[src/rtl/parking_gate_controller.sv]
// Parking lot occupancy counter with two independently timed barrier gates.
// Entry is refused at capacity; exits are ignored when the lot is empty.
module parking_gate_timer #(
    parameter int OPEN_CYCLES = 50,
    parameter int TW          = 6
) (
    input  logic clk,
    input  logic reset,
    input  logic trigger,
    output logic gate_open
);

    typedef enum logic {CLOSED = 1'b0, OPEN = 1'b1} gate_state_e;

    localparam logic [TW-1:0] RELOAD = TW'(OPEN_CYCLES - 1);

    gate_state_e   state_q;
    gate_state_e   state_d;
    logic [TW-1:0] timer_q;
    logic [TW-1:0] timer_d;

    always_ff @(posedge clk or negedge reset) begin
        if (!reset) begin
            state_q <= CLOSED;
            timer_q <= '0;
        end else begin
            state_q <= state_d;
            timer_q <= timer_d;
        end
    end

    // Any accepted pulse (re)arms the full open window.
    always_comb begin
        state_d = state_q;
        timer_d = timer_q;
        unique case (state_q)
            CLOSED: begin
                if (trigger) begin
                    state_d = OPEN;
                    timer_d = RELOAD;
                end
            end
            OPEN: begin
                if (trigger) begin
                    timer_d = RELOAD;
                end else if (timer_q == '0) begin
                    state_d = CLOSED;
                end else begin
                    timer_d = timer_q - 1'b1;
                end
            end
            default: begin
                state_d = CLOSED;
                timer_d = '0;
            end
        endcase
    end

    always_comb begin
        gate_open = (state_q == OPEN);
    end

endmodule

module parking_gate_controller #(
    parameter int CAPACITY    = 8,
    parameter int CNT_W       = 4,
    parameter int OPEN_CYCLES = 50
) (
    input  logic             clk,
    input  logic             reset,
    input  logic             entry_detected,
    input  logic             exit_detected,
    output logic             entry_gate_open,
    output logic             exit_gate_open,
    output logic [CNT_W-1:0] car_count,
    output logic             full,
    output logic             empty,
    output logic             entry_denied,
    output logic             exit_ignored
);

    localparam int TW = (OPEN_CYCLES > 1) ? $clog2(OPEN_CYCLES) : 1;
    localparam logic [CNT_W-1:0] CAP = CNT_W'(CAPACITY);

    logic             entry_ok;
    logic             exit_ok;
    logic [CNT_W-1:0] count_d;

    // Decisions use the registered (pre-update) count.
    assign entry_ok = entry_detected && (car_count < CAP);
    assign exit_ok  = exit_detected && (car_count != '0);

    always_comb begin
        count_d = car_count;
        if (entry_ok && !exit_ok) begin
            count_d = car_count + 1'b1;
        end else if (exit_ok && !entry_ok) begin
            count_d = car_count - 1'b1;
        end
    end

    always_ff @(posedge clk or negedge reset) begin
        if (!reset) begin
            car_count    <= '0;
            entry_denied <= 1'b0;
            exit_ignored <= 1'b0;
        end else begin
            car_count    <= count_d;
            entry_denied <= entry_detected && !entry_ok;
            exit_ignored <= exit_detected && !exit_ok;
        end
    end

    assign full  = (car_count == CAP);
    assign empty = (car_count == '0);

    parking_gate_timer #(
        .OPEN_CYCLES(OPEN_CYCLES),
        .TW         (TW)
    ) u_entry_gate (
        .clk      (clk),
        .reset    (reset),
        .trigger  (entry_ok),
        .gate_open(entry_gate_open)
    );

    parking_gate_timer #(
        .OPEN_CYCLES(OPEN_CYCLES),
        .TW         (TW)
    ) u_exit_gate (
        .clk      (clk),
        .reset    (reset),
        .trigger  (exit_ok),
        .gate_open(exit_gate_open)
    );

endmodule

[config.mk]
export PLATFORM = sky130hd
export DESIGN_NAME = parking_gate_controller
export DESIGN_NICKNAME = d
export VERILOG_FILES = /design/src/rtl/parking_gate_controller.sv
export SDC_FILE = /design/constraint.sdc
export NUM_CORES = 1
export LEC_CHECK = 0
export BUFFER_PORTS_ARGS = -buffer_cell sky130_fd_sc_hd__buf_2
export CORE_MARGIN = 4
export CORE_UTILIZATION = 23
export DETAILED_ROUTE_END_ITERATION = 7
export PLACE_DENSITY_LB_ADDON = 0.08
export SLEW_MARGIN = 0
export SYNTH_ARGS = -nofsm -noshare
export SYNTH_HDL_FRONTEND = slang
export SYNTH_SLANG_ARGS = --single-unit
[constraint.sdc]
create_clock -name clk -period 6.9 [get_ports clk]
set_clock_uncertainty 0.1 [all_clocks]
set_input_delay 2.07 -clock clk [delete_from_list [all_inputs] [get_ports clk]]
set_output_delay 2.07 -clock clk [all_outputs]
set_load 0.005 [all_outputs]
==> results of run 1 <==
[state kept, by name, indices dropped and copies added (netlist names)]
name                    count
u_exit_gate.gate_open       1
u_exit_gate.timer_q         6
u_entry_gate.timer_q        6
exit_ignored                1
u_entry_gate.gate_open      1
car_count                   4
entry_denied                1
[power breakdown]
| part | internal [mW] | switching (mW) | total (mW) |
|---|---|---|---|
| logic | 0.120 | 0.123 | 0.243 |
| registers | 0.161 | 0.0555 | 0.216 |
| clock network | 0.0389 | 0.0394 | 0.0783 |
[routing by layer]
| metal | track usage, % | wire (µm) |
|---|---|---|
| met1 | 11.5 | 1210 |
| met2 | 14.1 | 1120 |
| met3 | 2.87 | 101 |
| met4 | 3.15 | 36 |
| met5 | 0 | 0 |
[layout by cell type, fill, tap and decap left out, types with 3 or more instances in the layout]
cell type	synthesis	routed
nor3_1	3	3
inv_1	8	8
clkbuf_8	0	3
o21ai_0	4	4
or4_1	4	4
nand2_1	7	7
dfrtp_1	20	20
o211ai_1	4	4
nor2_1	6	6
buf_2	0	13
mux2i_1	3	3
ha_1	7	7
a21oi_1	6	6
or3_1	5	5
nand3_1	5	5
[path summary, 6_finish.rpt]
check	start	end	slack, ns	cells after the start
setup / recovery	exit_detected	car_count[3]$_DFFE_PN0P_	2.90	9
hold / removal	u_entry_gate.timer_q[3]$_DFFE_PN0P_	u_entry_gate.timer_q[3]$_DFFE_PN0P_	0.48	2
setup reg to reg	car_count[3]$_DFFE_PN0P_	car_count[3]$_DFFE_PN0P_	4.04	8
hold reg to reg	u_entry_gate.timer_q[3]$_DFFE_PN0P_	u_entry_gate.timer_q[3]$_DFFE_PN0P_	0.48	2
max in group asynchronous	reset	car_count[0]$_DFFE_PN0P_	4.71	1
min in group asynchronous	reset	u_entry_gate.timer_q[5]$_DFFE_PN0P_	1.66	1
[area by class of cell]
class | instances | area [µm²] | share of cell area (%)
tap | 67 | 83.8 | 6.32
multi-input combinational | 83 | 606 | 45.7
sequential | 20 | 500 | 37.7
clock buffer | 3 | 41.3 | 3.11
inverter | 8 | 30.0 | 2.26
timing repair buffer | 13 | 65.1 | 4.91
[logic make-up (layout without fill, tap and decap cells)]
logic type,Yosys count,count (layout)
simple gates,46,46
flops,20,20
xor+xnor,2,2
mux,5,5
buf+inv,10,24
fa+ha+maj,8,8
compound gates,22,22
[worst min-delay path, cell delays in order, from the launching register on]
cell	delay, ns
dfrtp_1	0.42
nand2_1	0.07
a21oi_1	0.06
[metrics by stage]
stage	setup slack [ns]	util, %	hold slack (ns)	area (µm²)	std cells
floorplan	2.88	-	0.410	1140	113
global placement	2.66	27.0	0.455	1280	191
detailed placement	2.60	27.0	0.456	1280	191
CTS	2.87	27.9	0.478	1330	194
global route	2.71	27.9	0.500	1330	194
finish	2.90	27.9	0.481	1330	194
==> results by stage, run 1 <==
Outcome:
- The run finished with clean final reports.

Yosys:
- Sorting the synthesized cells by area gives the leading types as dfrtp_1 44%, ha_1 7.7%, or3_1 2.7%.
- The distinct cell type count of the synthesized netlist is 36.
- The most instantiated library cell after synthesis is dfrtp_1.
- Counting instances in the post-synthesis netlist gives the leading cell types as 20 x dfrtp_1, 8 x inv_1, 7 x ha_1, 7 x nand2_1.
- The xor and xnor area share after synthesis is 1.53%.
- The async set-or-reset flop fraction in the synthesized netlist is 100%.
- Summed over all instances, the cell type with the most area after synthesis is dfrtp_1.
- After synthesis, the largest family of logic cells by area is simple AND/OR/NAND/NOR gates.
- The synthesized design devotes to its leading area cell type 43.8% of total area.
- The basic-gate share of the synthesized area counting and, or, nand and nor cells is between 20% and 30%.
- Synthesis inferred 20 register bits.
- When the netlist entered floorplanning its net count stood at 125.
- The count of synthesis-stage warnings from yosys is 0.
- Summing the areas of all compound-gate instances in the mapped netlist gives 13.7% of the synthesized area.
- In the synthesized netlist, the number of instances is 113.
- The synthesized cell area is 0.00114 mm².
- Sequential elements use 43.8% of the synthesized area.
- The portion of synthesized area spent on multiplexers is about 4.6%.
- For this run, the leading register cell type out of synthesis is dfrtp_1.
- A synthesized cell averages a little over 10 µm².
- Summing the areas of all fa, ha and maj instances in the mapped netlist gives a little under a tenth of the synthesized area.
- The number of enable-type register cells in the synthesized netlist is 0.

Placement:
- The HPWL after detailed placement is 1.83 mm.
- The congestion estimate from routability-driven global placement came to slightly above 0.8.
- Port buffering added 13 buffers.

Critical path:
- For this design, the slowest cell found on the critical path is or4_1.
- The required time reported for the critical path endpoint is 6.94 ns.
- The category of the most critical setup path is in -> reg.
- On the critical path the largest part of the delay comes from adder cells.
- The startpoint kind of the worst setup timing path is an input port.
- Counting both buffers and inverters, the worst setup path holds a total of 3.
- In this run the worst path has a maximum fanout of 9.
- The worst setup path is captured at a register.
- For this run, the slowest stage of the critical path takes 0.48 ns.
- The worst endpoint data arrival time is about 4.0 ns.
- Walking the worst path, the cells encountered are buf_2 -> o41a_1 -> inv_1 -> ha_1 -> inv_1 -> ha_1 -> or4_1 -> o211ai_1 -> o211ai_1.

Power and ir drop:
- The static leakage power is 0.564 nW.
- Total power for the finished layout comes to 537 µW.
- The power per cell area is 405 mW/mm².
- IR analysis of the VDD net gives a maximum drop of 0.165 mV.

STA:
- Timing would allow up to 0.250 GHz.
- Setup violations remaining at the end of the flow were counted as 0.
- The max-slew violation count is 0.
- The minimum clock period after layout is 4.00 ns.
- The slew at the pin closest to its max-slew limit is 0.487 ns.
- The worst path uses 58.0% of the clock period.
- Setup repair after global routing left no endpoint under its margin.
- Setup total negative slack on the finished layout was measured at 0 ns.
- The total count of hold-check failures in the final report is 0.
- Headroom to the max-slew limit came out at 67.5%.

Clock network:
- The count of buffers added by post-CTS timing repair for setup is 0.
- The maximum buffer depth of the clock tree is 2.
- The CTS clock-pin slew for the worst setup and hold paths is 0.08 ns.
- Buffers inserted to repair hold after CTS numbered 0.
- The clock buffer count from CTS is 3.
- The clock tree from TritonCTS is built.
- The root cell of the clock tree is clkbuf_8.
- The clock latency on the worst-skew pair is approximately 0.26 ns.
- Once the clock tree was built, the resizer swapped 0 gates to a different size.
- Clock tree synthesis found a total of 20 sinks.
- CTS built an H-tree with a depth of 1.

Route:
- The detail route stage leaves a number of antenna-violating nets equal to 0.
- The detailed-route wire length is ~2.5 mm.
- The first TritonRoute pass finished after 4 iterations.
- The via count is 895.
- The post-route DRC violation count is 0.
- The detailed router finished its first iteration with 26 violations.
- In the routed layout, each cell is associated on average with a via count of 4.61.
- Dividing the detail-routed wire length by the instance count gives about 13 µm.

Floorplan:
- The die width is 78.5 µm.
- The core area is between 0.004 and 0.005 mm².
- In this run the vertical extent of the chip is slightly below 80 µm.
- During I/O placement, the number of pins put on the boundary was 14.
- The die covers 0.00616 mm².
- The cell row count is 25.
- The initial standard-cell utilization of the core is between 20 and 25%.

Global routing:
- The sum of overflow across all layers after global routing is 0.
- The initial antenna violation count is 0.
- Global routing used 8.98% of the available tracks.
- The maximum number of pins on one net before global-route repair is 21.
- The wire length of the first global-routing pass is ~4.3 mm.
- The number of global-route vias before repair was 900.

Cells and area:
- The number of fill cells in the layout is 532.
- In the final layout, the share of cells above drive strength 1 is 15.7%.
- The total inserted antenna cells is 0.
- The area growth from synthesis to final layout is 16.0%.
- The layout net count is roughly 140.

Hold path:
- In this run the worst hold path is classified as reg -> reg.

Flow run:
- The count of max-cap constraint violations is 0.
Power figures use the tool's default switching activity.
==> run 2, diff against run 1 <==
Clock period 6.9 ns to 3.4 ns, I/O delays scaled along.
==> results by stage, run 2 (synthesis results as in run 1) <==
Critical path:
- The reg-to-reg startpoint is car_count[0]$_DFFE_PN0P_.
- The category of the most critical setup path is in -> reg.
- The setup slack of the most critical reg-to-reg path was 0.66 ns (-3.38 ns).
- The worst setup path is launched from an input port.
- The sort of element at the end of the critical path is a register.
- The maximum fanout along the worst path was 6 (-3).
- The worst register-to-register path ends at car_count[3]$_DFFE_PN0P_.
- The required time reported for the critical path endpoint is 3.44 ns (-3.50 ns).
- The number of cells on the worst reg-to-reg path is 8 (unchanged).
- The worst endpoint data arrival time is 2.88 ns (-1.16 ns).
- The startpoint of the most critical setup path is entry_detected.

Cells and area:
- The layout net count is 142 (+0.71%).
- From synthesis to final layout, the design area changed by 17.8%.
- The number of fill cells in the layout is 543 (+2.1%).
- The utilization after layout came to 28.3% (+0.45 points).
- The area of the multi-input gates is 606 µm² (unchanged).
- The sequential cell area is 500 µm² (unchanged).
- The top cell types in the final layout, fill and taps aside, are 20 x dfrtp_1, 13 x buf_2, 8 x inv_1.
- The number of non-filler instances in the completed layout is 196 (+1.0%).
- The total inserted antenna cells is 0 (unchanged).
- The proportion of layout cells with a drive suffix above 1 is 17.1% (+1.3 points).
- The largest registers in the layout are u_entry_gate.timer_q: 6 flops, u_exit_gate.timer_q: 6 flops, car_count: 4 flops.
- The commonest non-fill, non-tap cell in the layout is dfrtp_1.

Power and ir drop:
- The static leakage power was 0.576 nW (+2.1%).
- The worst voltage drop across the vdd grid came to 0.275 mV (+67%).
- The power per cell area is 828 mW/mm² (+100%).

Placement:
- The number of placed instances, taps included was 192 (+0.52%).
- The number of buffers inserted by port buffering is 13 (unchanged).
- The HPWL after detailed placement is 1.81 mm (-0.99%).
- The weighted congestion at the end of routability-driven global placement is 0.796 (-2.1%).

Route:
- The detailed-route wire length was 2.38 mm (-3.9%).
- The detailed router's first-iteration violation count is 25 (-3.8%).
- The number of nets with antenna violations after routing came to 0 (unchanged).
- The ratio of routed vias to standard cells is 4.48 (-2.8%).
- The detailed-routing iteration count for the pre-antenna-repair pass is 4 (unchanged).
- The post-route DRC violation count is 0 (unchanged).
- The wire length per cell was 12.1 µm (-4.9%).
- The via count is 879 (-1.8%).

Floorplan:
- The core area is 0.00475 mm² (unchanged).
- The initial standard-cell utilization of the core came to 24.1% (unchanged).
- The cell row count was 25 (unchanged).
- The total die area came to 0.00616 mm² (unchanged).
- The die width is 78.5 µm (unchanged).
- The I/O pin count was 14 (unchanged).
- The die extent in y is 78.5 µm (unchanged).

Clock network:
- The number of clock sinks came to 20 (unchanged).
- The maximum buffer depth of the clock tree is 2 (unchanged).
- The clock buffer count from CTS came to 3 (unchanged).
- The CTS clock-pin slew for the worst setup and hold paths came to 0.07 ns (about the same).
- The number of hold-repair buffers added at the cts stage is 0 (unchanged).
- The clock latency on the worst-skew pair came to 0.26 ns (about the same).
- The number of levels in the clock H-tree is 1 (unchanged).
- TritonCTS built the clock tree.
- The number of gates resized after CTS came to 0 (unchanged).
- The count of buffers added by post-CTS timing repair for setup is 0 (unchanged).
- CTS placed an instance of clkbuf_8 at the clock tree root.

Hold path:
- In this run the most critical hold path is launched from u_entry_gate.timer_q[4]$_DFFE_PN0P_.
- The worst hold path endpoint is u_entry_gate.timer_q[4]$_DFFE_PN0P_.
- The count of cells along the worst hold path was 2 (unchanged).
- In this run the worst hold path is classified as reg -> reg.

Global routing:
- The initial antenna violation count was 0 (unchanged).
- The sum of overflow across all layers after global routing is 0 (unchanged).
- The wire length of the first global-routing pass is 4.30 mm (+0.33%).
- The overall track demand over capacity in global routing is 8.73% (-0.25 points).
- The maximum number of pins on one net before global-route repair is 21 (unchanged).
- The number of global-route vias before repair is 942 (+4.7%).

STA:
- The max-slew violation count is 0 (unchanged).
- Based on the critical path, the design can be clocked at up to 0.352 GHz.
- The relative max-transition margin is 68.9% (+1.4 points).
- The sum of negative setup slack is 0 ns (unchanged).
- Counting I/O delays and the setup requirement, the final critical path takes ~2.8 ns.
- The slew at the pin closest to its max-slew limit is 0.466 ns (-0.0210 ns).
- The count of final setup violators is 0 (unchanged).
- The total count of hold-check failures in the final report is 0 (unchanged).
- Setup repair after global routing left no endpoint under its margin.
- The final cycle utilization of the critical path is between 80% and 90%.

Flow run:
- The count of max-cap constraint violations is 0 (unchanged).

Outcome:
- The flow ran to the end, and the final reports show no timing, DRC or antenna violations.
==> run 2: power breakdown <==
part           switching, mW  total, mW  leakage (nW)  internal [mW]
Sequential             0.111      0.438         0.231          0.326
Combinational          0.249      0.494         0.316          0.245
Clock                 0.0807      0.184        0.0288          0.103
Total                  0.441       1.12         0.576          0.674
==> run 2: worst max path at each step <==
| stage | endpoint | slack [ns] | depth (start not counted) |
|---|---|---|---|
| 2_1_floorplan | car_count[3]$_DFFE_PN0P_ | 0.43 | 9 |
| 3_3_place_gp | car_count[3]$_DFFE_PN0P_ | 0.36 | 9 |
| 3_5_place_dp | car_count[3]$_DFFE_PN0P_ | 0.28 | 9 |
| 4_1_cts | car_count[3]$_DFFE_PN0P_ | 0.56 | 9 |
| 5_1_grt | car_count[3]$_DFFE_PN0P_ | 0.45 | 9 |
| 6_report | car_count[3]$_DFFE_PN0P_ | 0.56 | 9 |
==> run 2: layer usage <==
layer / up-vias / track usage [%] / part of all wire [%]
li1: 445 / - / -
met1: 416 / 10.7 / 48
met5: - / 0 / 0
met2: 14 / 14.5 / 48
met3: 4 / 1.72 / 2.9
met4: 0 / 4.20 / 1.9
==> run 2: cell type report <==
class	count	share of cell area, %
well taps	67	6.22
multi-input cells	83	44.9
repair buffers	14	5.39
clock buffers	4	4.09
flip-flops and latches	20	37.1
inverters	8	2.23
==> run 2: per-stage QoR <==
| step | total power, mW | hold slack [ns] | area, µm² | setup WS (ns) |
|---|---|---|---|---|
| global route | 1.23 | 0.502 | 1350 | 0.451 |
| floorplan | 0.792 | 0.410 | 1140 | 0.434 |
| CTS | 1.13 | 0.485 | 1350 | 0.560 |
| global placement | 0.945 | 0.463 | 1290 | 0.364 |
| detailed placement | 0.942 | 0.461 | 1290 | 0.276 |
| finish | 1.12 | 0.483 | 1350 | 0.556 |
==> run 2: critical path, cell delays in order <==
cell	delay, ns
buf_2	0.08
nand2b_1	0.11
inv_1	0.18
ha_1	0.28
inv_1	0.13
ha_1	0.36
or4_1	0.50
o211ai_1	0.11
o211ai_1	0.10
